--- src/rtl/l2_chan_fifo_bank.sv ---
// rtl/l2_chan_fifo_bank.sv - bank of independent per-channel elastic FIFOs
// Define L2_CHAN_STATS_EN to build the per-channel high-water/stall statistics unit.
module l2_chan_fifo_bank #(
  parameter int NUM_CH = 4,
  parameter int DATA_W = 64,
  parameter int DEPTH  = 2,
  parameter int CNT_W  = 16,
  localparam int CH_W  = (NUM_CH > 1) ? $clog2(NUM_CH) : 1,
  localparam int HWM_W = $clog2(DEPTH + 1)
) (
  input  logic                     clk,
  input  logic                     rst,
  input  logic [NUM_CH-1:0]        in_valid,
  output logic [NUM_CH-1:0]        in_ready,
  input  logic [NUM_CH*DATA_W-1:0] in_data,
  output logic [NUM_CH-1:0]        out_valid,
  input  logic [NUM_CH-1:0]        out_ready,
  output logic [NUM_CH*DATA_W-1:0] out_data,
  input  logic                     stats_req,
  output logic                     stats_valid,
  input  logic                     stats_ready,
  output logic [CH_W-1:0]          stats_ch,
  output logic [HWM_W-1:0]         stats_hwm,
  output logic [CNT_W-1:0]         stats_stall
);

  localparam int PTR_W = $clog2(DEPTH);

  logic [DATA_W-1:0] mem_q    [NUM_CH][DEPTH];
  logic [DATA_W-1:0] mem_d    [NUM_CH][DEPTH];
  logic [PTR_W-1:0]  wr_ptr_q [NUM_CH];
  logic [PTR_W-1:0]  wr_ptr_d [NUM_CH];
  logic [PTR_W-1:0]  rd_ptr_q [NUM_CH];
  logic [PTR_W-1:0]  rd_ptr_d [NUM_CH];
  logic [HWM_W-1:0]  count_q  [NUM_CH];
  logic [HWM_W-1:0]  count_d  [NUM_CH];
  logic [NUM_CH-1:0] in_ready_q, in_ready_d;
  logic [NUM_CH-1:0] out_valid_q, out_valid_d;
  logic [NUM_CH-1:0] push, pop;

  assign push      = in_valid & in_ready_q;
  assign pop       = out_valid_q & out_ready;
  assign in_ready  = in_ready_q;
  assign out_valid = out_valid_q;

  // Both handshake flags are registered from the next count, so out_ready never reaches in_ready.
  always_comb begin
    mem_d       = mem_q;
    wr_ptr_d    = wr_ptr_q;
    rd_ptr_d    = rd_ptr_q;
    count_d     = count_q;
    in_ready_d  = '0;
    out_valid_d = '0;
    for (int c = 0; c < NUM_CH; c++) begin
      if (push[c]) begin
        mem_d[c][wr_ptr_q[c]] = in_data[c*DATA_W +: DATA_W];
        wr_ptr_d[c]           = wr_ptr_q[c] + PTR_W'(1);
      end
      if (pop[c]) begin
        rd_ptr_d[c] = rd_ptr_q[c] + PTR_W'(1);
      end
      case ({push[c], pop[c]})
        2'b10:   count_d[c] = count_q[c] + HWM_W'(1);
        2'b01:   count_d[c] = count_q[c] - HWM_W'(1);
        default: count_d[c] = count_q[c];
      endcase
      in_ready_d[c]  = (count_d[c] < HWM_W'(DEPTH));
      out_valid_d[c] = (count_d[c] != '0);
    end
  end

  always_comb begin
    out_data = '0;
    for (int c = 0; c < NUM_CH; c++) begin
      out_data[c*DATA_W +: DATA_W] = out_valid_q[c] ? mem_q[c][rd_ptr_q[c]] : '0;
    end
  end

  always_ff @(posedge clk or negedge rst) begin
    if (!rst) begin
      mem_q       <= '{default: '0};
      wr_ptr_q    <= '{default: '0};
      rd_ptr_q    <= '{default: '0};
      count_q     <= '{default: '0};
      in_ready_q  <= '0;
      out_valid_q <= '0;
    end else begin
      mem_q       <= mem_d;
      wr_ptr_q    <= wr_ptr_d;
      rd_ptr_q    <= rd_ptr_d;
      count_q     <= count_d;
      in_ready_q  <= in_ready_d;
      out_valid_q <= out_valid_d;
    end
  end

`ifdef L2_CHAN_STATS_EN
  typedef enum logic {S_IDLE, S_SEND} stats_state_e;

  stats_state_e     state_q, state_d;
  logic [CH_W-1:0]  idx_q, idx_d;
  logic [HWM_W-1:0] hwm_q       [NUM_CH];
  logic [HWM_W-1:0] hwm_d       [NUM_CH];
  logic [CNT_W-1:0] stall_q     [NUM_CH];
  logic [CNT_W-1:0] stall_d     [NUM_CH];
  logic [HWM_W-1:0] shd_hwm_q   [NUM_CH];
  logic [HWM_W-1:0] shd_hwm_d   [NUM_CH];
  logic [CNT_W-1:0] shd_stall_q [NUM_CH];
  logic [CNT_W-1:0] shd_stall_d [NUM_CH];
  logic             snap;
  logic [HWM_W-1:0] hwm_base;
  logic [CNT_W-1:0] stall_base;

  always_comb begin
    state_d     = state_q;
    idx_d       = idx_q;
    shd_hwm_d   = shd_hwm_q;
    shd_stall_d = shd_stall_q;
    snap        = 1'b0;
    stats_valid = 1'b0;
    stats_ch    = '0;
    stats_hwm   = '0;
    stats_stall = '0;
    hwm_base    = '0;
    stall_base  = '0;
    hwm_d       = hwm_q;
    stall_d     = stall_q;
    case (state_q)
      S_IDLE: begin
        if (stats_req) begin
          snap        = 1'b1;
          state_d     = S_SEND;
          idx_d       = '0;
          shd_hwm_d   = hwm_q;
          shd_stall_d = stall_q;
        end
      end
      S_SEND: begin
        stats_valid = 1'b1;
        stats_ch    = idx_q;
        stats_hwm   = shd_hwm_q[idx_q];
        stats_stall = shd_stall_q[idx_q];
        if (stats_ready) begin
          if (idx_q == CH_W'(NUM_CH - 1)) begin
            state_d = S_IDLE;
            idx_d   = '0;
          end else begin
            idx_d = idx_q + CH_W'(1);
          end
        end
      end
      default: state_d = S_IDLE;
    endcase
    // A snapshot cycle restarts the live counters but still counts that cycle's own event.
    for (int c = 0; c < NUM_CH; c++) begin
      hwm_base   = snap ? '0 : hwm_q[c];
      stall_base = snap ? '0 : stall_q[c];
      stall_d[c] = (in_valid[c] && !in_ready_q[c] && (stall_base != '1))
                   ? stall_base + CNT_W'(1) : stall_base;
      hwm_d[c]   = (count_d[c] > hwm_base) ? count_d[c] : hwm_base;
    end
  end

  always_ff @(posedge clk or negedge rst) begin
    if (!rst) begin
      state_q     <= S_IDLE;
      idx_q       <= '0;
      hwm_q       <= '{default: '0};
      stall_q     <= '{default: '0};
      shd_hwm_q   <= '{default: '0};
      shd_stall_q <= '{default: '0};
    end else begin
      state_q     <= state_d;
      idx_q       <= idx_d;
      hwm_q       <= hwm_d;
      stall_q     <= stall_d;
      shd_hwm_q   <= shd_hwm_d;
      shd_stall_q <= shd_stall_d;
    end
  end
`else
  logic unused_stats;

  assign unused_stats = stats_req ^ stats_ready;
  assign stats_valid  = 1'b0;
  assign stats_ch     = '0;
  assign stats_hwm    = '0;
  assign stats_stall  = '0;
`endif

endmodule
--- config.mk ---
export PLATFORM = sky130hd
export DESIGN_NAME = l2_chan_fifo_bank
export DESIGN_NICKNAME = d
export VERILOG_FILES = /design/src/rtl/l2_chan_fifo_bank.sv
export SDC_FILE = /design/constraint.sdc
export NUM_CORES = 1
export LEC_CHECK = 0
export BUFFER_PORTS_ARGS = -buffer_cell sky130_fd_sc_hd__buf_2
export CAP_MARGIN = 20
export CORE_ASPECT_RATIO = 1.75
export CORE_MARGIN = 3
export CORE_UTILIZATION = 45
export CTS_CLUSTER_DIAMETER = 150
export CTS_CLUSTER_SIZE = 20
export DETAILED_ROUTE_END_ITERATION = 6
export GPL_TIMING_DRIVEN = 0
export PLACE_DENSITY = 0.66
export SYNTH_ARGS = -nofsm -noshare
export SYNTH_HDL_FRONTEND = slang
export SYNTH_SLANG_ARGS = --single-unit
--- constraint.sdc ---
create_clock -name clk -period 3.93 [get_ports clk]
set_input_delay 0 -clock clk [delete_from_list [all_inputs] [get_ports clk]]
set_output_delay 0 -clock clk [all_outputs]
set_load 0.02 [all_outputs]
==> summary.txt <==
Place
  • HPWL Detailed: 48.4 mm
  • Port-buffer cells: 529
  • GP Congestion: 0.799

Clock tree
  • CTS H-tree lvls: 1
  • Max Root-Sink Buffers: 3
  • CTS Sinks: 536
  • Post-CTS setup buffers: 0
  • CTS Root Cell: clkbuf_16
  • Clock-pin slew on the worst setup and hold paths: 0.09 ns
  • Worst skew pair latency: 0.60 ns
  • Hold-fix buffers, CTS: 265
  • Num CTS Buffers: 30
  • Post-CTS sizing: 0
  • CTS tree: built

Floorplanning
  • Row count: 114
  • Die area: 59500 sq um
  • Core area: 55600 sq um
  • Initial Util: 45.7%
  • Chip height: 320 um
  • Die width: 186 um
  • IO Pins: 553

GRT
  • Antenna violations before repair: 4
  • First-pass GRT wire length: 104 mm
  • Number of global-route vias before repair: 18942
  • Pin count of the biggest net entering global routing: 126
  • Overflow after GRT: 0
  • Tot GR Track Use: 21.9%

Worst hold path
  • Hold/Removal Path Class: input port to asynchronous set/reset pin

Synth
  • Register area share after synthesis: 52.8%
  • Most common cell in the netlist: dfrtp_1
  • Post-synth EDFFs: 0
  • Synth cell count leaders: dfrtp_1, mux2_2, mux2i_1, nor2b_1, mux2_4
  • Asr flop ratio synth: 100%
  • Post-Syn Area per Cell: 14.5 sq um
  • Synth area leaders: dfrtp_1, mux2_2, mux2_4
  • Netlist Area Pre-Place: 25400 sq um
  • Synth unique cells: 22
  • Area leader, netlist: dfrtp_1
  • Main flop type after synthesis: dfrtp_1
  • #FFs+latches synth: 536
  • Syn. warnings: 0
  • Gate Count Post-Synth: 1758
  • Yosys top cell area share: 52.8%

Routing
  • Routed wire length: 66.7 mm
  • First-pass iteration count of the detailed router: 4
  • Remaining antenna violation count after routing: 0
  • Drt initial violations: 505
  • # DRC: 0
  • Vias per cell: 5.05
  • Vias: 16701
  • Post-DR wirelength/cell: 20.2 um

Setup path
  • CP peak stage delay: 0.48 ns
  • Slowest cell on crit path: clkbuf_1
  • WP data required: 3.93 ns
  • CP arrival: 2.46 ns
  • Worst path most repeated cell: clkbuf_1
  • Max FO, Critical Path: 10
  • CP Class: flip-flop to output port
  • CP Capture Type: output port
  • CP Launch Type: flip-flop
  • Critical path cell sequence: clkbuf_1 -> clkbuf_1 -> nor2b_1 -> buf_2

Run
  • Max cap viols: 0

Run status
  • Status: finished clean

Power and ir drop
  • Combinational Power Share: 53.9%
  • Sw Ratio: 39.7%
  • Cell Int Power: 17.2 mW
  • Leak Pwr: 16.1 nW
  • Clock share of power: 11.4%
  • Worst vdd ir: 0.593 mV
  • Reg power frac: 34.7%
  • PD cells: 874 nW/um^2
  • Sw Pwr: 11.3 mW

Timing
  • Measured slew at the worst slew-check pin: 0.879 ns
  • Fmax: 407 MHz
  • Hold WS: 0.0585 ns
  • Part of the cycle the worst path needs: 62.5%
  • Relative slew slack: 41.4%
  • RSZ-0062 raised after global routing: false
  • Setup TNS: 0 ns
  • Setup violators final: 0
  • Min Tclk post-route: 2.46 ns
  • Clock Skew: 0.0115 ns
  • Final number of hold-violating endpoints: 0
  • Final Slew Violations: 0

Cells and area
  • Nets: 2880
  • Share of cells above drive strength 1: 45.2%
  • Area Growth Syn to Fin: 28.2%
  • Post-route core utilization: 58.6%
  • Fill count: 4500
[routing by layer]
| metal | vias to the layer above | global-route usage [%] | share of wire (%) |
|---|---|---|---|
| met1 | 8452 | 23.8 | 37 |
| li1 | 7693 | - | - |
| met4 | 2 | 6.79 | 3.3 |
| met2 | 445 | 42.1 | 54 |
| met3 | 109 | 4.30 | 6.0 |
| met5 | - | 0 | 0.019 |
[stage by stage]
step | worst slack [ns] | cell area [sq um] | instances | power, mW
final | 1.47 | 32600 | 3307 | 28.5
after detailed placement | 2.00 | 29100 | 3007 | 25.2
after global routing | 1.37 | 32600 | 3306 | 30.2
after floorplan | 2.37 | 25500 | 1778 | 20.5
after global placement | -7.76 | 29000 | 3003 | 24.7
after CTS | 1.44 | 32600 | 3304 | 28.7
[state kept, by name, summed over array words and instances (netlist names)]
name and cells:
count_q 8, in_ready 4, mem_q 512, out_valid 4, rd_ptr_q 4, wr_ptr_q 4
[cell usage in the layout (no fill, tap or decap), types with 4 or more instances in the layout]
cell type / count
conb_1: 21
xnor2_1: 16
ha_1: 4
buf_8: 20
nor2_1: 10
and2_1: 4
or2_1: 4
mux2_4: 196
dfrtp_1: 536
nor2b_1: 256
buf_6: 5
nand3_1: 4
nand2_1: 12
clkbuf_1: 28
clkbuf_16: 31
buf_2: 584
mux2_2: 316
mux2i_1: 256
buf_4: 21
buf_16: 4
dlygate4sd3_1: 265
xor2_1: 8
[worst max-delay path: cells and delay by family (launching register included)]
kind          cells  cell delay (ns)
buf+inv           3             1.06
flops             1             0.46
simple gates      1             0.33
[cell type report]
cell class | instances | area, sq um | share of cell area [%]
plain buffers | 129 | 885 | 2.71
flip-flops and latches | 536 | 13400 | 41.1
multi-input cells | 1113 | 11200 | 34.3
well taps | 696 | 871 | 2.67
diodes | 3 | 7.51 | 0.0230
clock inverters | 1 | 30.0 | 0.0921
clock buffers | 31 | 776 | 2.38
repair buffers | 798 | 5420 | 16.6
[power by group through the flow]
stage,combinational (mW),sequential [mW],clock (mW)
finish,15.4,9.87,3.24
detailed placement,15.2,9.96,0
floorplan,11.0,9.53,0
global route,16.5,10.2,3.56
global placement,15.0,9.75,0
CTS,15.5,9.85,3.38
[logic make-up (layout without fill, tap and decap cells)]
family,count (synthesis),in the layout,share of synthesized area (%)
adders and majority gates,4,4,0.197
buffers and inverters,129,959,3.48
muxes,768,768,35.7
AOI/OAI and AO/OA,4,4,0.0984
DFF,536,536,52.8
and+or+nand+nor,292,292,6.96
other,1,24,0.0148
xor gates and xnor gates,24,24,0.827
[path summary, 6_finish.rpt]
| kind | startpoint | end | slack (ns) | cells after the start |
|---|---|---|---|---|
| min | rst | mem_q[14]$_DFFE_PN0P_ | 0.06 | 2 |
| max in group asynchronous | rst | mem_q[378]$_DFFE_PN0P_ | 2.64 | 3 |
| min reg2reg | wr_ptr_q[3]$_DFFE_PN0N_ | wr_ptr_q[3]$_DFFE_PN0N_ | 0.51 | 2 |
| max | out_valid[2]$_DFF_PN0_ | out_data[166] | 1.47 | 4 |
| min in group clk | in_data[110] | mem_q[366]$_DFFE_PN0P_ | 0.18 | 3 |
| max reg2reg | out_valid[2]$_DFF_PN0_ | count_q[3]$_DFF_PN0_ | 2.01 | 5 |
No activity file was read; power rests on OpenSTA's default activity.
